### config.mk
export PLATFORM = sky130hd
export DESIGN_NAME = csr_trap_ctrl
export DESIGN_NICKNAME = d
export VERILOG_FILES = /design/src/rtl/csr_pkg.sv /design/src/rtl/csr_trap_ctrl.sv
export SDC_FILE = /design/constraint.sdc
export NUM_CORES = 1
export LEC_CHECK = 0
export ABC_CLOCK_PERIOD_IN_PS = 1600
export CAP_MARGIN = 20
export CORE_AREA = 2 2 90 92
export DETAILED_ROUTE_END_ITERATION = 6
export DIE_AREA = 0 0 92 94
export DONT_BUFFER_PORTS = 1
export GPL_TIMING_DRIVEN = 0
export PLACE_DENSITY = 0.52
export SLEW_MARGIN = 20
export SYNTH_ARGS = -nofsm -noshare
export SYNTH_HDL_FRONTEND = slang
export SYNTH_SLANG_ARGS = --single-unit
export TNS_END_PERCENT = 30
### constraint.sdc
create_clock -name clk -period 1.6 [get_ports clk]
set_input_delay 0.32 -clock clk [delete_from_list [all_inputs] [get_ports clk]]
set_output_delay 0.32 -clock clk [all_outputs]
set_load 0.05 [all_outputs]
### src/rtl/csr_pkg.sv
// Shared CSR index map, mstatus bit positions, cause codes and the trap
// sequencer state encoding.
package csr_pkg;

  localparam logic [11:0] CSR_MSTATUS = 12'h000;
  localparam logic [11:0] CSR_MTVEC   = 12'h005;
  localparam logic [11:0] CSR_MEPC    = 12'h041;
  localparam logic [11:0] CSR_MCAUSE  = 12'h042;
  localparam logic [11:0] CSR_MTVAL   = 12'h043;

  localparam int MSTATUS_MIE  = 3;
  localparam int MSTATUS_MPIE = 7;

  localparam logic [3:0] CAUSE_ILLEGAL    = 4'd2;
  localparam logic [3:0] CAUSE_BREAKPOINT = 4'd3;
  localparam logic [3:0] CAUSE_ECALL_M    = 4'd11;

  typedef enum logic [2:0] {
    ST_IDLE,
    ST_SAVE_EPC,
    ST_SAVE_CAUSE,
    ST_SAVE_TVAL,
    ST_UPD_STATUS,
    ST_VEC_TRAP,
    ST_RST_STATUS,
    ST_VEC_MRET
  } state_e;

endpackage

### src/rtl/csr_trap_ctrl.sv
// Trap/MRET sequencer sharing the single CSR port with the instruction path.
// Build option CSR_TRAP_TVAL_EN adds an MTVAL save step to the trap sequence.
//   state      | meaning
//   IDLE       | pass-through, accept trap/MRET    SAVE_EPC/CAUSE/TVAL | write mepc/mcause/mtval
//   UPD_STATUS | mstatus RMW on trap entry         VEC_TRAP            | redirect to mtvec
//   RST_STATUS | mstatus RMW on MRET               VEC_MRET            | redirect to mepc
module csr_trap_ctrl
  import csr_pkg::*;
#(
  parameter int XLEN    = 32,
  parameter int CAUSE_W = 4
) (
  input  logic               clk,
  input  logic               rst_n,
  input  logic               ins_req,
  input  logic               ins_csr_w,
  input  logic [11:0]        ins_csr,
  input  logic [XLEN-1:0]    ins_wd,
  input  logic               exc_valid,
  input  logic [CAUSE_W-1:0] exc_cause,
  input  logic [XLEN-1:0]    exc_pc,
  input  logic [XLEN-1:0]    exc_tval,
  input  logic               mret_valid,
  output logic               exc_ack,
  output logic               csr_w,
  output logic [11:0]        csr,
  output logic [XLEN-1:0]    wd,
  input  logic [XLEN-1:0]    rd,
  output logic               stall,
  output logic               redir_valid,
  output logic [XLEN-1:0]    redir_pc
);

  state_e             state_q, state_d;
  logic [XLEN-1:2]    pc_q, pc_d;
  logic [CAUSE_W-1:0] cause_q, cause_d;

`ifdef CSR_TRAP_TVAL_EN
  logic [XLEN-1:0] tval_q, tval_d;
  logic            unused_bits;
  assign unused_bits = ^exc_pc[1:0];
`else
  logic            unused_bits;
  assign unused_bits = ^{exc_pc[1:0], exc_tval};
`endif

  always_ff @(posedge clk or negedge rst_n) begin
    if (!rst_n) begin
      state_q <= ST_IDLE;
      pc_q    <= '0;
      cause_q <= '0;
`ifdef CSR_TRAP_TVAL_EN
      tval_q  <= '0;
`endif
    end else begin
      state_q <= state_d;
      pc_q    <= pc_d;
      cause_q <= cause_d;
`ifdef CSR_TRAP_TVAL_EN
      tval_q  <= tval_d;
`endif
    end
  end

  always_comb begin
    state_d     = state_q;
    pc_d        = pc_q;
    cause_d     = cause_q;
`ifdef CSR_TRAP_TVAL_EN
    tval_d      = tval_q;
`endif
    exc_ack     = 1'b0;
    csr_w       = 1'b0;
    csr         = '0;
    wd          = '0;
    stall       = 1'b1;
    redir_valid = 1'b0;
    redir_pc    = '0;

    case (state_q)
      ST_IDLE: begin
        if (exc_valid) begin
          exc_ack = 1'b1;
          pc_d    = exc_pc[XLEN-1:2];
          cause_d = exc_cause;
`ifdef CSR_TRAP_TVAL_EN
          tval_d  = exc_tval;
`endif
          state_d = ST_SAVE_EPC;
        end else if (mret_valid) begin
          exc_ack = 1'b1;
          state_d = ST_RST_STATUS;
        end else begin
          stall = 1'b0;
          csr   = ins_csr;
          csr_w = ins_req & ins_csr_w;
          wd    = ins_wd;
        end
      end
      ST_SAVE_EPC: begin
        csr_w   = 1'b1;
        csr     = CSR_MEPC;
        wd      = {pc_q, 2'b00};
        state_d = ST_SAVE_CAUSE;
      end
      ST_SAVE_CAUSE: begin
        csr_w   = 1'b1;
        csr     = CSR_MCAUSE;
        wd      = XLEN'(cause_q);
`ifdef CSR_TRAP_TVAL_EN
        state_d = ST_SAVE_TVAL;
`else
        state_d = ST_UPD_STATUS;
`endif
      end
`ifdef CSR_TRAP_TVAL_EN
      ST_SAVE_TVAL: begin
        csr_w   = 1'b1;
        csr     = CSR_MTVAL;
        wd      = tval_q;
        state_d = ST_UPD_STATUS;
      end
`endif
      // mstatus is read and rewritten in one cycle through the combinational rd path
      ST_UPD_STATUS: begin
        csr_w             = 1'b1;
        csr               = CSR_MSTATUS;
        wd                = rd;
        wd[MSTATUS_MPIE]  = rd[MSTATUS_MIE];
        wd[MSTATUS_MIE]   = 1'b0;
        state_d           = ST_VEC_TRAP;
      end
      ST_VEC_TRAP: begin
        csr         = CSR_MTVEC;
        redir_valid = 1'b1;
        redir_pc    = {rd[XLEN-1:2], 2'b00};
        state_d     = ST_IDLE;
      end
      ST_RST_STATUS: begin
        csr              = CSR_MSTATUS;
        csr_w            = 1'b1;
        wd               = rd;
        wd[MSTATUS_MIE]  = rd[MSTATUS_MPIE];
        wd[MSTATUS_MPIE] = 1'b1;
        state_d          = ST_VEC_MRET;
      end
      ST_VEC_MRET: begin
        csr         = CSR_MEPC;
        redir_valid = 1'b1;
        redir_pc    = rd;
        state_d     = ST_IDLE;
      end
      default: state_d = ST_IDLE;
    endcase

    // Outputs are forced quiet while reset is asserted so no write can land mid-abort
    if (!rst_n) begin
      exc_ack     = 1'b0;
      csr_w       = 1'b0;
      csr         = '0;
      wd          = '0;
      stall       = 1'b0;
      redir_valid = 1'b0;
      redir_pc    = '0;
    end
  end

endmodule

=== Word-level counts from Yosys, hierarchy flattened ===
Index checks and enable logic that the tools add are counted.

* Word-level logic and storage cells: 41
* Register bits: 37

* Eq/ne operators: 7
* Reduce and logical (&&, ||, !) cells: 5
* Bitwise operators: 1
* Muxes and demuxes: 25

{| class="wikitable"
|+ Operator list
! kind !! number
|-
| 32-bit one-hot mux with 5 select lines || 1
|-
| 32-bit 2-to-1 mux || 4
|-
| 32-bit one-hot mux with 2 select lines || 1
|-
| 12-bit one-hot mux with 4 select lines || 1
|-
| 12-bit 2-to-1 mux || 3
|-
| 3-bit one-hot mux with 5 select lines || 1
|-
| 3-bit equality test (second input constant) || 4
|-
| 1-bit 2-to-1 mux || 11
|-
| 3-bit 2-to-1 mux || 2
|-
| 2-bit OR reduction || 2
|-
| 4-bit OR reduction || 1
|-
| 3-bit by 1-bit equality test with 1-bit output (second input constant) || 1
|-
| 3-bit by 2-bit equality test with 1-bit output (second input constant) || 1
|-
| 3-bit logical NOT || 1
|-
| 3-bit != test (second input constant) || 1
|-
| 1-bit one-hot mux with 2 select lines || 1
|-
| 2-bit AND reduction || 1
|-
| 1-bit AND || 1
|}

=== Longest topological paths before layout ===
Gate-level depths: netlist (run 1).

* Depth after elaboration: 5
* Mapped depth: 6
* Mapped depth without buffers: 3

=== Worst setup path before layout (run 1) ===
Ideal clock, no wire load.

* Kind: register to output
* Start point: reg state_q[0]
* End point: out csr[0]
* Cell stages (with the launch flop): 6
* Arrival: 2,193 ps
* Slack: -913 ps
* Data required time: 1,280 ps
* Cell sequence: dfrtp_1 -> buf_2 -> clkbuf_1 -> buf_2 -> o21ai_0 -> a21boi_0

* Longest elaborated chain between the ends: 4
* Elaborated cells between the ends (all ways): 8
* Those cells by class: eq/ne: 4; mux: 2; reduce/logical: 2

{| class="wikitable"
|+ RTL lines
! element !! RTL line !! RTL
|-
| from (decl) || csr_trap_ctrl.sv:34 || <nowiki>state_e state_q, state_d;</nowiki>
|-
| from (signal assigned) || csr_trap_ctrl.sv:56 || <nowiki>state_q <= state_d;</nowiki>
|-
| 3-bit by 1-bit equality test with 1-bit output or 3-bit equality test (tied branches) || csr_trap_ctrl.sv:80 || <nowiki>case (state_q)</nowiki>
|-
| 2-bit OR reduction (no source line) || n/a ||
|-
| 12-bit one-hot mux with 4 select lines (*) || csr_trap_ctrl.sv:80 ||
|-
| 12-bit 2-to-1 mux (*) || csr_trap_ctrl.sv:157 || <nowiki>if (!rst_n) begin</nowiki>
|-
| to (decl) || csr_trap_ctrl.sv:26 || <nowiki>output logic [11:0] csr,</nowiki>
|}

Mark *: on every way between the ends. The rest lies on a longest branch, timed or not.

=== Worst setup path in the final report (run 1) ===
* Start point: reg state_q[1]
* End point: out wd[4]

* Longest elaborated chain between the ends: 3
* Elaborated cells between the ends (all ways): 7
* Those cells by class: eq/ne: 4; mux: 2; reduce/logical: 1

{| class="wikitable"
|+ RTL lines
! element !! RTL line !! RTL
|-
| 3-bit equality test (tied with other cells) || csr_trap_ctrl.sv:80 ||
|-
| 32-bit one-hot mux with 5 select lines (*) || csr_trap_ctrl.sv:80 ||
|-
| 32-bit 2-to-1 mux (*) || csr_trap_ctrl.sv:157 ||
|-
| to (decl) || csr_trap_ctrl.sv:27 || <nowiki>output logic [XLEN-1:0] wd,</nowiki>
|}

Marked as above.

==> results.ini, run 1 <==
[floorplanning]
die_w_um = 92
die_h_um = 94
initial_core_util_pct = 33.9
ios = 230
die-area_sq_um = 8650
fp.coreArea_sq_um = 7610
row_count = 32

[setup_path]
crit_required_ns = 1.28
reg2reg_from = state_q[1]
cp-endpoint = wd[4]
start_kind = flop
r2r_setup_slack_ns = -0.18
reg2reg_to = pc_q[28]
reg2reg_depth = 6
cp_max_fo = 7
critical_path.startpoint = state_q[1]
worstSetupPathType = flop to output pin
endpoint_kind = output pin
cp_data_arrival_time_ns = 1.84

[routing]
final_antenna_net_count = 0
routed_wl_mm = 9.95
drt-wirelength-per-cell_um = 23.7
drt_iter0_drc = 66
drtPass1Iterations = 4
vias = 2497
viasPerCell = 5.96
drc = 0

[timing]
drv_slew = 0
rsz0062_at_grt = yes
fmax_mhz = 463
hold_viol = 0
holdWs_ns = 0.176
fin_crit_sh_pct = 135
period_needed_ns = 2.16
worst_pin_slew_ns = 0.477
worst_slack_ns = -0.561
setup_viol = 114
max-slew-margin-rel_pct = 68.2
fin_skew_ns = 0.00451

[global_routing]
antenna_found_initial = 0
grt_max_degree = 38
grt_pass1_wl_mm = 14.7
grt_pass1_vias = 2624
grt_usage_pct = 21.8
gr-total-overflow = 0

[synthesis]
synth_area_sq_um = 2580
yosysUniqueCellTypes = 32
synth_area_leaders = dfrtp_1 36%, mux2_1 13%, a32oi_1 9.2%
synth-main-ff-cell = dfrtp_1
yosysTopAreaCell = dfrtp_1
synth_fp_nets = 439
synth_edf_count = 0
ys_seq_elements = 37
ys_async_sr_fraction_pct = 100
synth_area_per_cell_sq_um = 8.94
yosysWarningCount = 0
netlist_instances = 289
synth_top_cell_area_share_pct = 35.9
ys_seq_area_share_pct = 35.9

[layout]
syn_to_final_growth_pct = 69.1
final_common_cell = dfrtp_1
mostFrequentLayoutCells = 36 x dfrtp_1, 32 x a21oi_4, 31 x and2_4, 29 x mux2_4, 25 x a32oi_1
num_antenna_cells = 0
drive_gt1_share_pct = 69.1
stdcell_area_sq_um = 4370
fillerInstances = 648
layout.nets = 468

[power_and_ir_drop]
power_density_nw_per_um2 = 2090
ir_drop_v = 0.000749
leakage_nw = 1.51

[clock_tree]
clkTransAtPathRegs_ns = 0.07
cts_buffers = 5
h-tree-depth = 2
clock_latency_ns = 0.29
cts_tree = built
cts-root-buf = clkbuf_8
cts.path.max_buffers = 2
cts.sinks = 37

[worst_hold_path]
hold_class = input pin to flop

[place]
gp_congestion = 0.724
dpl.hpwl_mm = 6.51
portBuffers = 0
placed_area_sq_um = 3400

[outcome]
violations = negative setup slack
status = finished with violations

[run]
max_cap_violations = 0

==> Yosys cell counts, types with 2 or more instances <==
master     n
a21oi_1   33
a21o_1     3
dfrtp_1   37
buf_6      3
nor2b_1    3
nand3_1   39
nand2_1    8
nor2_1     5
and2_1    31
o21ai_0    3
mux2_2     6
and3_1    11
a32oi_1   27
mux2_1    29
nand3b_1   4
clkbuf_1  25
a31oi_1    3
inv_1      2
buf_2      4
==> metal layers <==
metal / track usage (%) / vias to the layer above / wire length (um) / share of wire (%)
li1: - / 1129 / - / -
met1: 27.8 / 1246 / 4260 / 43
met2: 37.0 / 109 / 4930 / 50
met3: 5.38 / 13 / 603 / 6.1
met4: 5.47 / 0 / 160 / 1.6
met5: 0 / - / 0 / 0
==> final cells by class <==
cell class / instances / area [sq um] / area share [%]
plain buffers: 33 / 465 / 10.7
clock buffers: 5 / 68.8 / 1.58
clock inverters: 1 / 5.00 / 0.115
inverters: 2 / 11.3 / 0.258
multi-input cells: 216 / 2480 / 56.9
flip-flops and latches: 37 / 927 / 21.2
well taps: 102 / 128 / 2.92
repair buffers: 23 / 278 / 6.36
==> power by group <==
part,switching (mW),leakage [nW],internal (mW)
combinational,3.91,1.04,2.89
clock,0.331,0.0399,0.287
sequential,0.296,0.438,1.42
total,4.54,1.51,4.60
==> stage by stage <==
| stage | power (mW) | std cells | worst slack, ns | setup TNS, ns | util (%) |
|---|---|---|---|---|---|
| after floorplan | 5.78 | 289 | -0.227 | -14.29 | - |
| after global placement | 6.45 | 391 | -0.542 | -47.34 | 44.7 |
| after detailed placement | 6.50 | 391 | -0.546 | -47.06 | 44.7 |
| after CTS | 8.37 | 405 | -0.527 | -33.63 | 53.2 |
| after global routing | 9.60 | 419 | -0.645 | -45.23 | 57.4 |
| final | 9.14 | 419 | -0.561 | -36.69 | 57.4 |
==> how the worst min path moves through the flow <==
stage                     from         end  slack (ns)  depth (start not counted)
floorplan                rst_n  cause_q[0]        0.02                          0
global placement         rst_n  cause_q[1]        0.03                          0
detailed placement       rst_n  cause_q[1]        0.03                          0
CTS                 exc_pc[27]    pc_q[27]        0.16                          1
global route         exc_pc[7]     pc_q[7]        0.16                          1
finish              exc_pc[20]    pc_q[20]        0.18                          1
==> logic make-up after synthesis <==
| logic type | Yosys count | share of synthesized area (%) |
|---|---|---|
| buffers and inverters | 36 | 6.44 |
| flip-flops | 37 | 35.9 |
| AO/OA/AOI/OAI | 72 | 18.5 |
| AND/OR/NAND/NOR | 109 | 23.9 |
| multiplexers | 35 | 15.3 |
==> sequential cells by signal, summed over array words and instances, names as in the netlist <==
name and flops:
pc_q 30, cause_q 4, state_q 3
==> worst max-delay path: stages (launching register included) <==
cell	delay [ns]
dfrtp_2	0.47
nor3_4	0.27
buf_6	0.19
clkbuf_16	0.16
nand3_2	0.10
a21oi_4	0.36
==> what timing repair did <==
| action | in CTS | in global routing |
|---|---|---|
| pin swaps | 43 | 64 |
| hold buffers | 2 | 0 |
| gates cloned | 1 | 5 |
| setup buffers | 6 | 9 |
| endpoints found under the setup margin | 115 | 114 |
| gates resized for setup | 150 | 43 |
| hold endpoints to repair | 37 | 0 |
Note: power is estimated with default switching activity, not from simulation.
==> inputs of run 2 (changes only) <==
- CAP_MARGIN: 20 -> 25
- CORE_AREA: 2 2 90 92 -> 2 2 88 90
- DIE_AREA: 0 0 92 94 -> 0 0 90 92
- PLACE_DENSITY: 0.52 -> 0.54
==> results.ini, run 2 (synthesis results as in run 1) <==
[clock_tree]
h-tree-depth = 2  ; unchanged
cts-root-buf = clkbuf_8
cts_tree = built
cts.sinks = 37  ; unchanged
cts_buffers = 5  ; unchanged
cts.path.max_buffers = 2  ; unchanged
clkTransAtPathRegs_ns = 0.08  ; about the same
clock_latency_ns = 0.29  ; about the same

[place]
dp_slack_ns = -0.515  ; +0.0309 ns
gp_congestion = 0.742  ; +2.5%
dp_cells = 391  ; unchanged
portBuffers = 0  ; unchanged
dpl.hpwl_mm = 6.38  ; -2.0%

[timing]
worst_pin_slew_ns = 0.447  ; -0.0308 ns
max-slew-margin-rel_pct = 70.3  ; +2.1 points
fin_crit_sh_pct = 133  ; -1.7 points
hold_viol = 0  ; unchanged
fmax_mhz = 469  ; +1.3%
rsz0062_at_grt = yes
setup_viol = 114  ; unchanged
drv_slew = 0  ; unchanged
tns_ns = -36.13  ; +0.554 ns
period_needed_ns = 2.13  ; -0.0272 ns
worst_slack_ns = -0.534  ; +0.0272 ns
holdWs_ns = 0.166  ; -0.0105 ns
fin_skew_ns = 0.00674  ; +0.00223 ns

[layout]
multi_input_area_sq_um = 2480  ; unchanged
reg_top3 = pc_q x30, cause_q x4, state_q x3
layout.nets = 461  ; -1.5%
mostFrequentLayoutCells = 36 x dfrtp_1, 32 x a21oi_4, 31 x and2_4, 29 x mux2_4, 26 x a32oi_1
drive_gt1_share_pct = 68.9  ; -0.17 points
largest_reg_flops = 30  ; unchanged
final_common_cell = dfrtp_1
fillerInstances = 654  ; +0.93%
post_layout_nonfiller_instances = 414  ; -1.2%
largest_register = pc_q
num_antenna_cells = 0  ; unchanged
syn_to_final_growth_pct = 68.0
seq_area_sq_um = 927  ; unchanged

[outcome]
violations = negative setup slack
status = finished with violations

[routing]
drt_iter0_drc = 91  ; +38%
vias = 2449  ; -1.9%
drtPass1Iterations = 4  ; unchanged
drc = 0  ; unchanged
final_antenna_net_count = 0  ; unchanged
viasPerCell = 5.92  ; -0.74%
routed_wl_mm = 9.43  ; -5.2%
drt-wirelength-per-cell_um = 22.8  ; -4.1%

[setup_path]
worstSetupPathType = flop to output pin
crit_family = buffers and inverters
cp_max_fo = 8  ; +1
crit_buf_inv = 3  ; +1
endpoint_kind = output pin
crit_top_cell = buf_6
reg2reg_depth = 7  ; +1
worstPathCellList = buf_6 > nor3_4 > buf_6 > clkbuf_16 > nand3_4 > a21oi_4
start_kind = flop
path_depth = 6  ; +1
cp_data_arrival_time_ns = 1.81  ; -0.03 ns
cp_slowest_stage_delay_ns = 0.38  ; -0.09 ns
crit_required_ns = 1.28  ; about the same
crit_slowest_cell = dfrtp_1

[floorplanning]
die_h_um = 92  ; -2.1%
ios = 230  ; unchanged
row_count = 32  ; unchanged
initial_core_util_pct = 34.7  ; +0.73 points
fp.coreArea_sq_um = 7450  ; -2.1%
die-area_sq_um = 8280  ; -4.3%
die_w_um = 90  ; -2.2%

[worst_hold_path]
min_path_cells = 1  ; unchanged
hold_class = input pin to flop

[global_routing]
grt_max_degree = 38  ; unchanged
grt_pass1_vias = 2650  ; +0.99%
gr-total-overflow = 0  ; unchanged
grt_usage_pct = 22.7  ; +0.92 points
grt_pass1_wl_mm = 14.9  ; +1.1%
antenna_found_initial = 0  ; unchanged

[run]
max_cap_violations = 0  ; unchanged

[power_and_ir_drop]
finalPower_mw = 9.18  ; +0.51%
ir_drop_v = 0.000817  ; +9.2%
power_density_nw_per_um2 = 2120  ; +1.2%
leakage_nw = 1.49  ; -1.4%

[run 2: cell types whose count changed in the layout (fill, tap and decap cells not counted), sizes merged]
cell,delta
bufinv,+1
clkinv,-1
buf,-14
clkbuf,+8
clkinvlp,+1
[run 2: power by group]
group / internal (mW) / leakage [nW] / switching, mW
combinational: 2.75 / 0.998 / 3.85
sequential: 1.42 / 0.438 / 0.299
clock: 0.507 / 0.0574 / 0.357
[run 2: metrics by stage]
step | utilization [%] | area, sq um
floorplan | - | 3280
global placement | 45.7 | 3400
detailed placement | 45.7 | 3400
CTS | 56.5 | 4210
global route | 58.2 | 4340
finish | 58.2 | 4340
[run 2: final cells by class]
| cell class | count | share of cell area, % |
|---|---|---|
| clock inverter | 2 | 0.865 |
| buffer | 33 | 11.1 |
| timing repair buffer | 16 | 4.30 |
| sequential | 37 | 21.4 |
| multi-input combinational | 216 | 57.3 |
| clock buffer | 6 | 1.90 |
| inverter | 2 | 0.260 |
| tap | 102 | 2.94 |
[run 2: path summary, 6_finish.rpt]
| check | to | slack, ns | start |
|---|---|---|---|
| hold / removal | pc_q[29] | 0.17 | exc_pc[29] |
| max in group asynchronous | state_q[1] | 0.87 | rst_n |
| min in group asynchronous | pc_q[28] | 0.51 | rst_n |
| setup / recovery | wd[28] | -0.53 | state_q[2] |
| setup reg to reg | pc_q[29] | -0.20 | state_q[2] |
| hold reg to reg | cause_q[1] | 0.51 | cause_q[1] |
[run 2: per-layer routing]
metal | vias to the layer above | share of wire, % | GRT usage (%)
li1 | 1111 | - | -
met1 | 1223 | 41 | 29.1
met2 | 109 | 52 | 38.7
met3 | 6 | 6.0 | 5.51
met4 | 0 | 0.75 | 5.38
met5 | - | 0 | 0
[run 2: timing repair]
action,CTS,global route
gates resized for setup,164,21
pin swaps,48,29
hold endpoints to repair,37,0
endpoints found under the setup margin,115,114
setup buffers,7,3
hold buffers,2,0
gates cloned,4,0
==> inputs of run 3 (changes only) <==
- SKIP_CTS_REPAIR_TIMING: not set -> 1
==> results.ini, run 3 (synthesis results as in run 1) <==
[floorplanning]
initial_core_util_pct = 34.7  ; unchanged
row_count = 32  ; unchanged
die_h_um = 92  ; unchanged
ios = 230  ; unchanged
die_w_um = 90  ; unchanged
fp.coreArea_sq_um = 7450  ; unchanged
die-area_sq_um = 8280  ; unchanged

[layout]
num_antenna_cells = 0  ; unchanged
largest_reg_flops = 30  ; unchanged
seq_area_sq_um = 927  ; unchanged
multi_input_area_sq_um = 2280  ; -8.2%
mostFrequentLayoutCells = 36 x dfrtp_1, 32 x a21oi_4, 29 x and2_4, 29 x mux2_1, 24 x nand3_2
final_common_cell = dfrtp_1
largest_register = pc_q
stdcell_area_sq_um = 4060  ; -6.5%
syn_to_final_growth_pct = 57.1
fillerInstances = 707  ; +8.1%
drive_gt1_share_pct = 58.1  ; -11 points
reg_top3 = pc_q x30, cause_q x4, state_q x3
post_layout_nonfiller_instances = 417  ; +0.72%
layout.nets = 464  ; +0.65%

[clock_tree]
cts-root-buf = clkbuf_8
cts_tree = built
clkTransAtPathRegs_ns = 0.08  ; about the same
cts_buffers = 5  ; unchanged
cts.path.max_buffers = 2  ; unchanged
clock_latency_ns = 0.29  ; about the same
h-tree-depth = 2  ; unchanged
cts.sinks = 37  ; unchanged

[timing]
fmax_mhz = 465  ; -0.78%
max-slew-margin-rel_pct = 67.2  ; -3.1 points
rsz0062_at_grt = yes
worst_pin_slew_ns = 0.492  ; +0.0456 ns
fin_crit_sh_pct = 134  ; +1.0 points
drv_slew = 0  ; unchanged
hold_viol = 0  ; unchanged
period_needed_ns = 2.15  ; +0.0167 ns
fin_skew_ns = 0.00694  ; +0.000198 ns
holdWs_ns = 0.155  ; -0.0110 ns
worst_slack_ns = -0.551  ; -0.0167 ns
setup_viol = 113  ; -0.88%

[power_and_ir_drop]
ir_drop_v = 0.000808  ; -1.2%
comb_power_share_pct = 69.8  ; -2.1 points
swShare_pct = 51.0  ; +2.0 points
netSwitchingPower_mw = 4.31  ; -4.3%
power_density_nw_per_um2 = 2080  ; -1.6%
clockPowerShare_pct = 10.3  ; +0.9 points
power_frac_seq_pct = 19.9  ; +1.2 points
leakage_nw = 1.38  ; -7.4%
p_int_mw = 4.14  ; -12%

[global_routing]
gr-total-overflow = 0  ; unchanged
grt_pass1_wl_mm = 13.3  ; -10%
antenna_found_initial = 1  ; +1
grt_usage_pct = 20.6  ; -2.1 points
grt_max_degree = 45  ; +18%
grt_pass1_vias = 2428  ; -8.4%

[place]
dp_cells = 391  ; unchanged
gp_congestion = 0.742  ; unchanged
placed_area_sq_um = 3400  ; unchanged
dpl.hpwl_mm = 6.38  ; unchanged
portBuffers = 0  ; unchanged

[setup_path]
crit_slowest_cell = dfrtp_2
cp_data_arrival_time_ns = 1.83  ; +0.02 ns
crit_buf_inv = 2  ; -1
endpoint_kind = output pin
start_kind = flop
worstPathCellList = nor3_4 > buf_6 > buf_12 > nand3_2 > a21oi_4
worstSetupPathType = flop to output pin
cp_slowest_stage_delay_ns = 0.48  ; +0.10 ns
cp_max_fo = 10  ; +2
crit_family = flip-flops
crit_required_ns = 1.28  ; about the same

[routing]
drt-wirelength-per-cell_um = 22.2  ; -2.6%
viasPerCell = 5.86  ; -1.0%
vias = 2442  ; -0.29%
routed_wl_mm = 9.24  ; -1.9%
final_antenna_net_count = 0  ; unchanged
drtPass1Iterations = 4  ; unchanged
drc = 0  ; unchanged
drt_iter0_drc = 125  ; +37%

[outcome]
status = finished with violations
violations = negative setup slack

[worst_hold_path]
hold_class = input pin to flop

[run]
max_cap_violations = 0  ; unchanged

## run 3: layout make-up
| cell class | count | area share, % |
|---|---|---|
| Timing Repair Buffer | 19 | 5.21 |
| Sequential cell | 37 | 22.9 |
| Inverter | 2 | 0.185 |
| Clock inverter | 2 | 0.925 |
| Clock buffer | 6 | 2.04 |
| Multi-Input combinational cell | 216 | 56.2 |
| Tap cell | 102 | 3.15 |
| Buffer | 33 | 9.41 |
## run 3: final timing paths
kind / start / to / slack, ns / cells past startpoint
max: state_q[0] / wd[5] / -0.55 / 5
max in group asynchronous: rst_n / state_q[0] / 0.85 / 2
max reg2reg: state_q[0] / pc_q[17] / -0.25 / 6
min in group asynchronous: rst_n / state_q[2] / 0.52 / 2
min: exc_pc[27] / pc_q[27] / 0.15 / 1
min reg2reg: pc_q[15] / pc_q[15] / 0.49 / 1
## run 3: power by group through the flow
stage	clock network, mW	logic (mW)	registers, mW
global route	0.923	6.22	1.75
detailed placement	0	4.84	1.65
global placement	0	4.80	1.64
finish	0.870	5.89	1.68
floorplan	0	4.20	1.58
CTS	0.892	4.85	1.64
## run 3: worst register-to-register path: stages, from the launching register on
cell and delay [ns]:
dfrtp_2 0.48, nor3_4 0.27, buf_6 0.18, and2_1 0.15
buf_6 0.17, buf_12 0.15, mux2_1 0.33
## run 3: metal layers
metal | vias up | GRT usage (%) | part of all wire (%)
li1 | 1112 | - | -
met4 | 2 | 6.54 | 0.98
met3 | 10 | 5.51 | 5.9
met1 | 1207 | 26.1 | 42
met2 | 111 | 34.3 | 51
met5 | - | 0 | 0.12
## run 3: stage by stage
stage / setup slack (ns) / TNS, ns / util [%] / power [mW]
2_1_floorplan: -0.227 / -14.29 / - / 5.78
3_3_place_gp: -0.497 / -45.72 / 45.7 / 6.44
3_5_place_dp: -0.515 / -45.34 / 45.7 / 6.49
4_1_cts: -0.840 / -71.18 / 47.3 / 7.38
5_1_grt: -0.657 / -45.42 / 54.5 / 8.90
6_report: -0.551 / -37.25 / 54.5 / 8.45
